$ cat config.mk
export PLATFORM = sky130hd
export DESIGN_NAME = ifu_fetch_ctrl
export DESIGN_NICKNAME = d
export VERILOG_FILES = /design/src/rtl/ifu_fetch_ctrl.sv
export SDC_FILE = /design/constraint.sdc
export NUM_CORES = 1
export LEC_CHECK = 0
export BUFFER_PORTS_ARGS = -buffer_cell sky130_fd_sc_hd__buf_2
export CAP_MARGIN = 20
export CORE_MARGIN = 2
export CORE_UTILIZATION = 40
export DETAILED_ROUTE_END_ITERATION = 16
export PLACE_DENSITY = 0.62
export SLEW_MARGIN = 30
export SYNTH_ARGS = -nofsm -noshare
export SYNTH_HDL_FRONTEND = slang
export SYNTH_SLANG_ARGS = --single-unit
$ cat constraint.sdc
create_clock -name clk -period 3.85 [get_ports clk]
set_input_delay 0.385 -clock clk [delete_from_list [all_inputs] [get_ports clk]]
set_output_delay 0.385 -clock clk [all_outputs]
set_load 0.005 [all_outputs]
$ cat src/rtl/ifu_fetch_ctrl.sv
// Instruction fetch controller: issues in-order fetches at current_pc, tracks
// outstanding requests, buffers returned instructions with their PC, and
// flushes/discards on redirect.
module ifu_fetch_ctrl #(
  parameter int DEPTH = 4,
  parameter int XLEN  = 64,
  parameter int ILEN  = 32
) (
  input  logic            clk,
  input  logic            rst,
  input  logic [XLEN-1:0] current_pc,
  output logic [XLEN-1:0] next_pc,
  output logic            pc_stall,
  output logic            imem_req_valid,
  input  logic            imem_req_ready,
  output logic [XLEN-1:0] imem_req_addr,
  input  logic            imem_resp_valid,
  input  logic [ILEN-1:0] imem_resp_data,
  output logic            inst_valid,
  input  logic            inst_ready,
  output logic [ILEN-1:0] inst_data,
  output logic [XLEN-1:0] inst_pc,
  input  logic            redirect_valid,
  input  logic [XLEN-1:0] redirect_pc
);

  localparam int PW = $clog2(DEPTH);
  localparam int CW = $clog2(DEPTH + 1);
  localparam logic [CW:0] FULL_LEVEL = (CW+1)'(DEPTH);

  logic [CW-1:0]   count_reg, count_next;
  logic [CW-1:0]   inflight_reg, inflight_next;
  logic [CW-1:0]   drop_reg, drop_next;
  logic [PW-1:0]   q_head_reg, q_head_next, q_tail_reg, q_tail_next;
  logic [PW-1:0]   pf_head_reg, pf_head_next, pf_tail_reg, pf_tail_next;
  logic [ILEN-1:0] q_data_reg [DEPTH];
  logic [XLEN-1:0] q_pc_reg   [DEPTH];
  logic [XLEN-1:0] pf_pc_reg  [DEPTH];

  logic [CW:0] occupancy;
  logic        fire;
  logic        pop;
  logic        discard;
  logic        enq;
  logic        deq;

  // Handshake decode and PC-register control; space is reserved for every
  // outstanding request so a response can never find the queue full.
  always_comb begin
    occupancy      = {1'b0, count_reg} + {1'b0, inflight_reg};
    imem_req_valid = rst && !redirect_valid && (occupancy < FULL_LEVEL);
    imem_req_addr  = current_pc;
    fire           = imem_req_valid && imem_req_ready;
    // A response with nothing outstanding is a protocol error and is ignored.
    pop            = imem_resp_valid && (inflight_reg != '0);
    discard        = pop && (drop_reg != '0);
    // A response arriving in the redirect cycle belongs to the old stream.
    enq            = pop && !discard && !redirect_valid;
    inst_valid     = (count_reg != '0);
    deq            = inst_valid && inst_ready;
    inst_data      = q_data_reg[q_head_reg];
    inst_pc        = q_pc_reg[q_head_reg];
    next_pc        = redirect_valid ? redirect_pc : current_pc + XLEN'(4);
    pc_stall       = !rst || !(fire || redirect_valid);
  end

  // Next-state for counters and pointers; redirect empties the queue and
  // marks every still-outstanding response for discard.
  always_comb begin
    count_next    = count_reg + CW'(enq) - CW'(deq);
    q_head_next   = deq ? q_head_reg + PW'(1) : q_head_reg;
    q_tail_next   = enq ? q_tail_reg + PW'(1) : q_tail_reg;
    inflight_next = inflight_reg + CW'(fire) - CW'(pop);
    drop_next     = drop_reg - CW'(discard);
    pf_head_next  = pop ? pf_head_reg + PW'(1) : pf_head_reg;
    pf_tail_next  = fire ? pf_tail_reg + PW'(1) : pf_tail_reg;
    if (redirect_valid) begin
      count_next  = '0;
      q_head_next = q_tail_reg;
      drop_next   = inflight_reg - CW'(pop);
    end
  end

  // Control state registers.
  always_ff @(posedge clk or negedge rst) begin
    if (!rst) begin
      count_reg    <= '0;
      inflight_reg <= '0;
      drop_reg     <= '0;
      q_head_reg   <= '0;
      q_tail_reg   <= '0;
      pf_head_reg  <= '0;
      pf_tail_reg  <= '0;
    end else begin
      count_reg    <= count_next;
      inflight_reg <= inflight_next;
      drop_reg     <= drop_next;
      q_head_reg   <= q_head_next;
      q_tail_reg   <= q_tail_next;
      pf_head_reg  <= pf_head_next;
      pf_tail_reg  <= pf_tail_next;
    end
  end

  // Per-entry storage: instruction queue and the PC FIFO of in-flight requests.
  generate
    for (genvar gi = 0; gi < DEPTH; gi++) begin : g_entry
      // Instruction queue entry written on enqueue at the tail.
      always_ff @(posedge clk or negedge rst) begin
        if (!rst) begin
          q_data_reg[gi] <= '0;
          q_pc_reg[gi]   <= '0;
        end else if (enq && (q_tail_reg == PW'(gi))) begin
          q_data_reg[gi] <= imem_resp_data;
          q_pc_reg[gi]   <= pf_pc_reg[pf_head_reg];
        end
      end

      // In-flight PC entry written when a request is accepted.
      always_ff @(posedge clk or negedge rst) begin
        if (!rst) begin
          pf_pc_reg[gi] <= '0;
        end else if (fire && (pf_tail_reg == PW'(gi))) begin
          pf_pc_reg[gi] <= current_pc;
        end
      end
    end
  endgenerate

  // Responses must only arrive for accepted requests.
  always @(posedge clk) begin
    if (rst && imem_resp_valid) begin
      assert (inflight_reg != '0);
    end
  end

endmodule

==> results of run 1 <==
[logic make-up after synthesis]
logic type / after synthesis / synth area share [%]
buffers and inverters: 257 / 5.30
adders and majority gates: 21 / 0.849
xor gates and xnor gates: 50 / 1.34
and+or+nand+nor: 264 / 4.70
AOI/OAI and AO/OA: 72 / 1.42
DFF: 657 / 50.2
muxes: 812 / 36.2
[synth_stat cells (2+ instances only)]
cell type  count  area, um^2
and3_1         8        50.1
nor2b_1       17         106
a221o_1        9        90.1
nor4_2         8         100
a211o_1        3        26.3
mux2i_1        7        70.1
mux4_2       160        3600
nor2_1        23        86.3
or3_1          2        12.5
buf_4         81         608
clkbuf_1      60         225
nand2_1       77         289
o31ai_1        2        15.0
nor4_1        15        93.8
xnor2_1       35         307
fa_1           2        40.0
a22oi_1        7        52.6
buf_1         18        67.6
xor2_1        15         131
dfrtp_1      657       16400
nor3_1        26         130
ha_1          19         238
mux2_2       405        4560
or4_1          4        30.0
and4_1         5        43.8
o21ai_0       35         175
nand4_2        2        25.0
nand2_8        4        80.1
nand3_1       31         155
buf_12        25         500
nor4b_2        3        45.0
o21ai_1        8        40.0
mux2_4       240        3600
buf_2         47         235
inv_1         26        97.6
a31oi_1        3        18.8
nand4_1       26         163
and2_1         3        18.8
[worst min-delay path by stage]
stage,start,endpoint,depth (start not counted)
2_1_floorplan,rst,count_reg[0],0
3_3_place_gp,q_data_reg[6],q_data_reg[6],1
3_5_place_dp,q_pc_reg[64],q_pc_reg[64],1
4_1_cts,imem_resp_data[24],q_data_reg[56],2
5_1_grt,imem_resp_data[18],q_data_reg[82],2
6_report,imem_resp_data[20],q_data_reg[116],2
[layer usage]
metal,share of wire [%],wire length (um)
met2,47,42200
met1,46,41000
met4,2.2,1960
met5,0,0
met3,5.0,4500
[power groups by stage]
stage | combinational (W) | sequential, W | clock (W)
after floorplan | 0.00692 | 0.0104 | 0
after global placement | 0.00861 | 0.0112 | 0
after detailed placement | 0.00888 | 0.0115 | 0
after CTS | 0.00892 | 0.0114 | 0.00722
after global routing | 0.00946 | 0.0117 | 0.00752
final | 0.00878 | 0.0114 | 0.00703
[through the flow]
| step | utilization [%] | setup WS, ps | hold WS (ps) |
|---|---|---|---|
| 3_5_place_dp | 43.4 | 395 | 487 |
| 2_1_floorplan | - | 736 | 89.4 |
| 4_1_cts | 46.4 | 381 | 13.4 |
| 6_report | 46.4 | 421 | 58.3 |
| 3_3_place_gp | 43.4 | 393 | 481 |
| 5_1_grt | 46.4 | 155 | 26.3 |
[area by class of cell]
cell class	count	area (um^2)	share of cell area (%)
antenna	3	7.51	0.0200
clock buffer	107	2180	5.80
clock inverter	23	245	0.654
inverter	26	97.6	0.260
multi-input combinational	1219	14600	38.9
sequential	657	16500	43.9
tap	1060	1330	3.53
timing repair buffer	454	2630	7.01
==> out/results.txt, run 1 <==
CP startpoint: current_pc[7]
Port-buffer cells: 392
routability congestion estimate: 0.810
I/O pin cnt: 393
Main synth FF type: dfrtp_1
Synth Area per Inst: 15.3 um^2
DR vias/cell: 5.51
asr flop ratio synth: 100%
Seq/Total Area, Yosys: 50.2%
largest net degree at the start of global routing: 168
reg2reg path depth: 12
Leak Pwr: 18.7 nW
commonest non-fill, non-tap cell in the layout: dfrtp_1
vias in the first global route: 21000
fin. max-slew vios: 0
Setup crit start kind: primary input
post-detail-place hpwl: 58.3 mm
core area: 80800 um^2
Post-Synthesis Cell Area: 32700 um^2
Peak VDD IR: 0.000454 V
worst hold path class: primary input to flop
Crit Path Category: primary input to primary output
part of the power in registers: 41.8%
Wirelength per Cell: 25.2 um
first-pass GRT wire length: 136 mm
post-synth cell types: 53
Setup Skew: 20.6 ps
Antenna Nets Post-Route: 0
Yosys warnings: 0
Die X: 290 um
grt met1 use: 29.6%
final wirelength: 89.6 mm
maximum buffer depth of the clock tree: 3
Max Cap Viol: 0
Req. time, crit path: 3460 ps
Final min period: 3430 ps
crit-path max FO: 13
crit path cell chain: buf_2 -> nand4_1 -> or3_1 -> nor4_1 -> xnor2_1 -> o21ai_0 -> buf_2
Clk pwr share: 25.9%
M2 GR Usage: 33.9%
Final Power: 0.0272 W
CTS sink cnt: 657
cell mode on critical path: buf_2
Critical-path top delay cell: or3_1
clock-pin slew on the worst setup and hold paths: 60 ps
CTS tree: done
switching fraction of total power: 29.7%
post-placement cell count: 3414
Vias: 19600
Max Clock Freq: 0.292 GHz
cell depth of the worst setup path: 7
Initial DRC Count: 1131
Worst slew margin: 35.3%
GRT overflow: 0
r2r setup slk: 560 ps
Clk Tree Root Cell: clkbuf_16
critical register-to-register path startpoint: inflight_reg[2]
fillers: 7023
DR DRC count: 0
crit-path max cell delay: 850 ps
Yosys reg bits: 657
Worst R2R End: inflight_reg[2]
Rows: 104
Die Y: 290 um
Initial Util: 40.5%
post-CTS setup buffers: 0
DR pass1 iterations: 5
H-tree levels: 3
Non-Filler Instances: 3549
share of layout cells above drive strength 1: 56.6%
initial antenna violation count: 2
NetSw: 0.00809 W
setup TNS: 0 ps
period utilization: 89.1%
busiest grt layer: met2
most frequent cells in the layout: dfrtp_1, mux2_2, buf_2
Slew @ Worst Pin: 970 ps
fin area: 37500 um^2
cts bufs inserted: 73
CP bufs+invs: 2
# setup viols final: 0
CP Capture Point: next_pc[27]
delay-heaviest family, CP: simple AND/OR/NAND/NOR gates
hold_buf cts: 1
DP Area: 35100 um^2
Worst Path Arrival: 3040 ps
Post-Synthesis Cells: 2133
GRT Util Overall: 21.3%
Syn Nets: 2320
final hold vios: 0
post_cts resized: 0
RSZ-0062 raised after global routing: false
Area Overhead vs Synth: 14.6%
EDFF count, synth: 0
Clock Latency Late Sink: 610 ps
Power per Cell Area: 724 nW/um^2
combinational share of power: 32.3%
M3 GR Usage: 4.37%
internal power: 0.0191 W
nets@finish: 2618
Die ar.: 84100 um^2
CP endpoint kind: primary output
outcome: completed
Power figures use the tool's default switching activity.
==> run 2, diff against run 1 <==
--- a/config.mk
+++ b/config.mk
@@ -8,9 +8,9 @@
 export BUFFER_PORTS_ARGS = -buffer_cell sky130_fd_sc_hd__buf_2
 export CAP_MARGIN = 20
 export CORE_MARGIN = 2
-export CORE_UTILIZATION = 40
+export CORE_UTILIZATION = 45
 export DETAILED_ROUTE_END_ITERATION = 16
-export PLACE_DENSITY = 0.62
+export PLACE_DENSITY = 0.68
 export SLEW_MARGIN = 30
 export SYNTH_ARGS = -nofsm -noshare
 export SYNTH_HDL_FRONTEND = slang
==> run 2 against run 1 <==
  * Clock-buffer cell count decreased by 6
  * Sequential share of layout area decreased by 0.11 points
  * Sequential power about the same
  * Via count about the same
  * Combinational power grew 2%
  * Highest routed layer unchanged
==> out/results.txt, run 2 (synthesis gave the netlist of run 1 again) <==
Rows: 98
internal power: 0.0193 W
Max Cap Viol: 0
post-detail-place hpwl: 57.4 mm
Setup crit start kind: primary input
worst hold path class: primary input to flop
fillers: 5822
Initial DRC Count: 1218
crit-path max cell delay: 950 ps
# setup viols final: 0
Worst Path Arrival: 3170 ps
Die X: 274 um
final wirelength: 85.4 mm
post-CTS setup buffers: 0
Clk pwr share: 26.7%
Final min period: 3550 ps
Crit Path Category: primary input to primary output
DR pass1 iterations: 6
CP endpoint kind: primary output
GRT Util Overall: 23.0%
final hold vios: 0
first-pass GRT wire length: 131 mm
Slew @ Worst Pin: 872 ps
Req. time, crit path: 3460 ps
Wirelength per Cell: 24.8 um
fin area: 37600 um^2
DR vias/cell: 5.69
I/O pin cnt: 393
largest net degree at the start of global routing: 177
NetSw: 0.00806 W
GRT overflow: 0
Area Overhead vs Synth: 14.9%
clock-pin slew on the worst setup and hold paths: 60 ps
H-tree levels: 3
Port-buffer cells: 392
crit path cell chain: buf_2 -> nand4_1 -> nor4_2 -> nand3_1 -> or3b_1 -> a31oi_1 -> buf_2
Die Y: 274 um
commonest non-fill, non-tap cell in the layout: dfrtp_1
DP Area: 35000 um^2
Worst Slack Setup Final: 300 ps
CTS tree: done
Antenna diodes: 0
Critical-path top delay cell: nor4_2
Leak Pwr: 18.8 nW
share of layout cells above drive strength 1: 56.7%
crit-path max FO: 10
DR DRC count: 0
Antenna Nets Post-Route: 0
final hold slack: 57.6 ps
CTS sink cnt: 657
post_cts resized: 0
Clk Tree Root Cell: clkbuf_16
pre-CTS setup slack: 343 ps
Setup Skew: 24.2 ps
Max Clock Freq: 0.282 GHz
combinational share of power: 32.6%
Die ar.: 74900 um^2
fin. max-slew vios: 0
cell mode on critical path: buf_2
most frequent cells in the layout: dfrtp_1, mux2_2, buf_2
part of the power in registers: 40.8%
cts bufs inserted: 75
vias in the first global route: 21300
setup TNS: 0 ps
outcome: completed
routability congestion estimate: 0.841
Worst slew margin: 41.4%
RSZ-0062 raised after global routing: false
core area: 71700 um^2
Clock Latency Late Sink: 620 ps
nets@finish: 2620
Peak VDD IR: 0.000506 V
initial antenna violation count: 0
switching fraction of total power: 29.4%
hold_buf cts: 0
Initial Util: 45.6%
maximum buffer depth of the clock tree: 3
period utilization: 92.2%
Power per Cell Area: 728 nW/um^2
Vias: 19600
run 2: cell count changes in the layout (fill, tap and decap cells not counted), sizes merged:
cell,delta
clkbuf,-6
clkinv,+6
bufinv,+4
clkinvlp,-4
diode,-3
inv,+1
run 2: power by group through the flow:
stage,sequential (W),clock [W],combinational (W)
2_1_floorplan,0.0104,0,0.00692
3_3_place_gp,0.0111,0,0.00852
3_5_place_dp,0.0112,0,0.00900
4_1_cts,0.0111,0.00747,0.00903
5_1_grt,0.0115,0.00777,0.00959
6_report,0.0112,0.00730,0.00892
run 2: final timing paths:
kind / startpoint / end / slack [ps] / cells after the start
max in group asynchronous: rst / q_pc_reg[120] / 1840 / 5
max reg2reg: inflight_reg[2] / pf_pc_reg[212] / 690 / 8
min in group asynchronous: rst / pf_head_reg[1] / 490 / 3
max: current_pc[36] / next_pc[50] / 300 / 7
min: imem_resp_data[7] / q_data_reg[103] / 60 / 2
min reg2reg: q_pc_reg[64] / q_pc_reg[64] / 500 / 1
run 2: metrics by stage:
| stage | total power (W) | std cells | util [%] |
|---|---|---|---|
| 6_report | 0.0274 | 3437 | 52.4 |
| 5_1_grt | 0.0288 | 3437 | 52.4 |
| 4_1_cts | 0.0276 | 3434 | 52.3 |
| 3_5_place_dp | 0.0202 | 3303 | 48.8 |
| 3_3_place_gp | 0.0196 | 3301 | 48.7 |
| 2_1_floorplan | 0.0173 | 2133 | - |
run 2: routing by layer:
metal	wire length, um	track usage (%)	vias to the layer above	share of wire [%]
met2	41600	37.9	579	49
met5	0	0	-	0
li1	-	-	8380	-
met4	2780	8.56	0	3.3
met3	4290	3.58	153	5.0
met1	36700	30.9	10500	43
run 2: worst max-delay path: cells and delay by family:
| kind | cells | cell delay, ps |
|---|---|---|
| AND/OR/NAND/NOR | 4 | 2050 |
| buffers and inverters | 2 | 400 |
| AO/OA/AOI/OAI | 1 | 320 |
run 2: final cells by class:
| class | instances | area (um^2) | area share, % |
|---|---|---|---|
| Timing Repair Buffer | 454 | 2740 | 7.29 |
| Sequential cell | 657 | 16500 | 43.7 |
| Tap cell | 950 | 1190 | 3.16 |
| Multi-Input combinational cell | 1219 | 14600 | 38.8 |
| Inverter | 26 | 97.6 | 0.259 |
| Clock buffer | 101 | 2140 | 5.68 |
| Clock inverter | 30 | 400 | 1.06 |
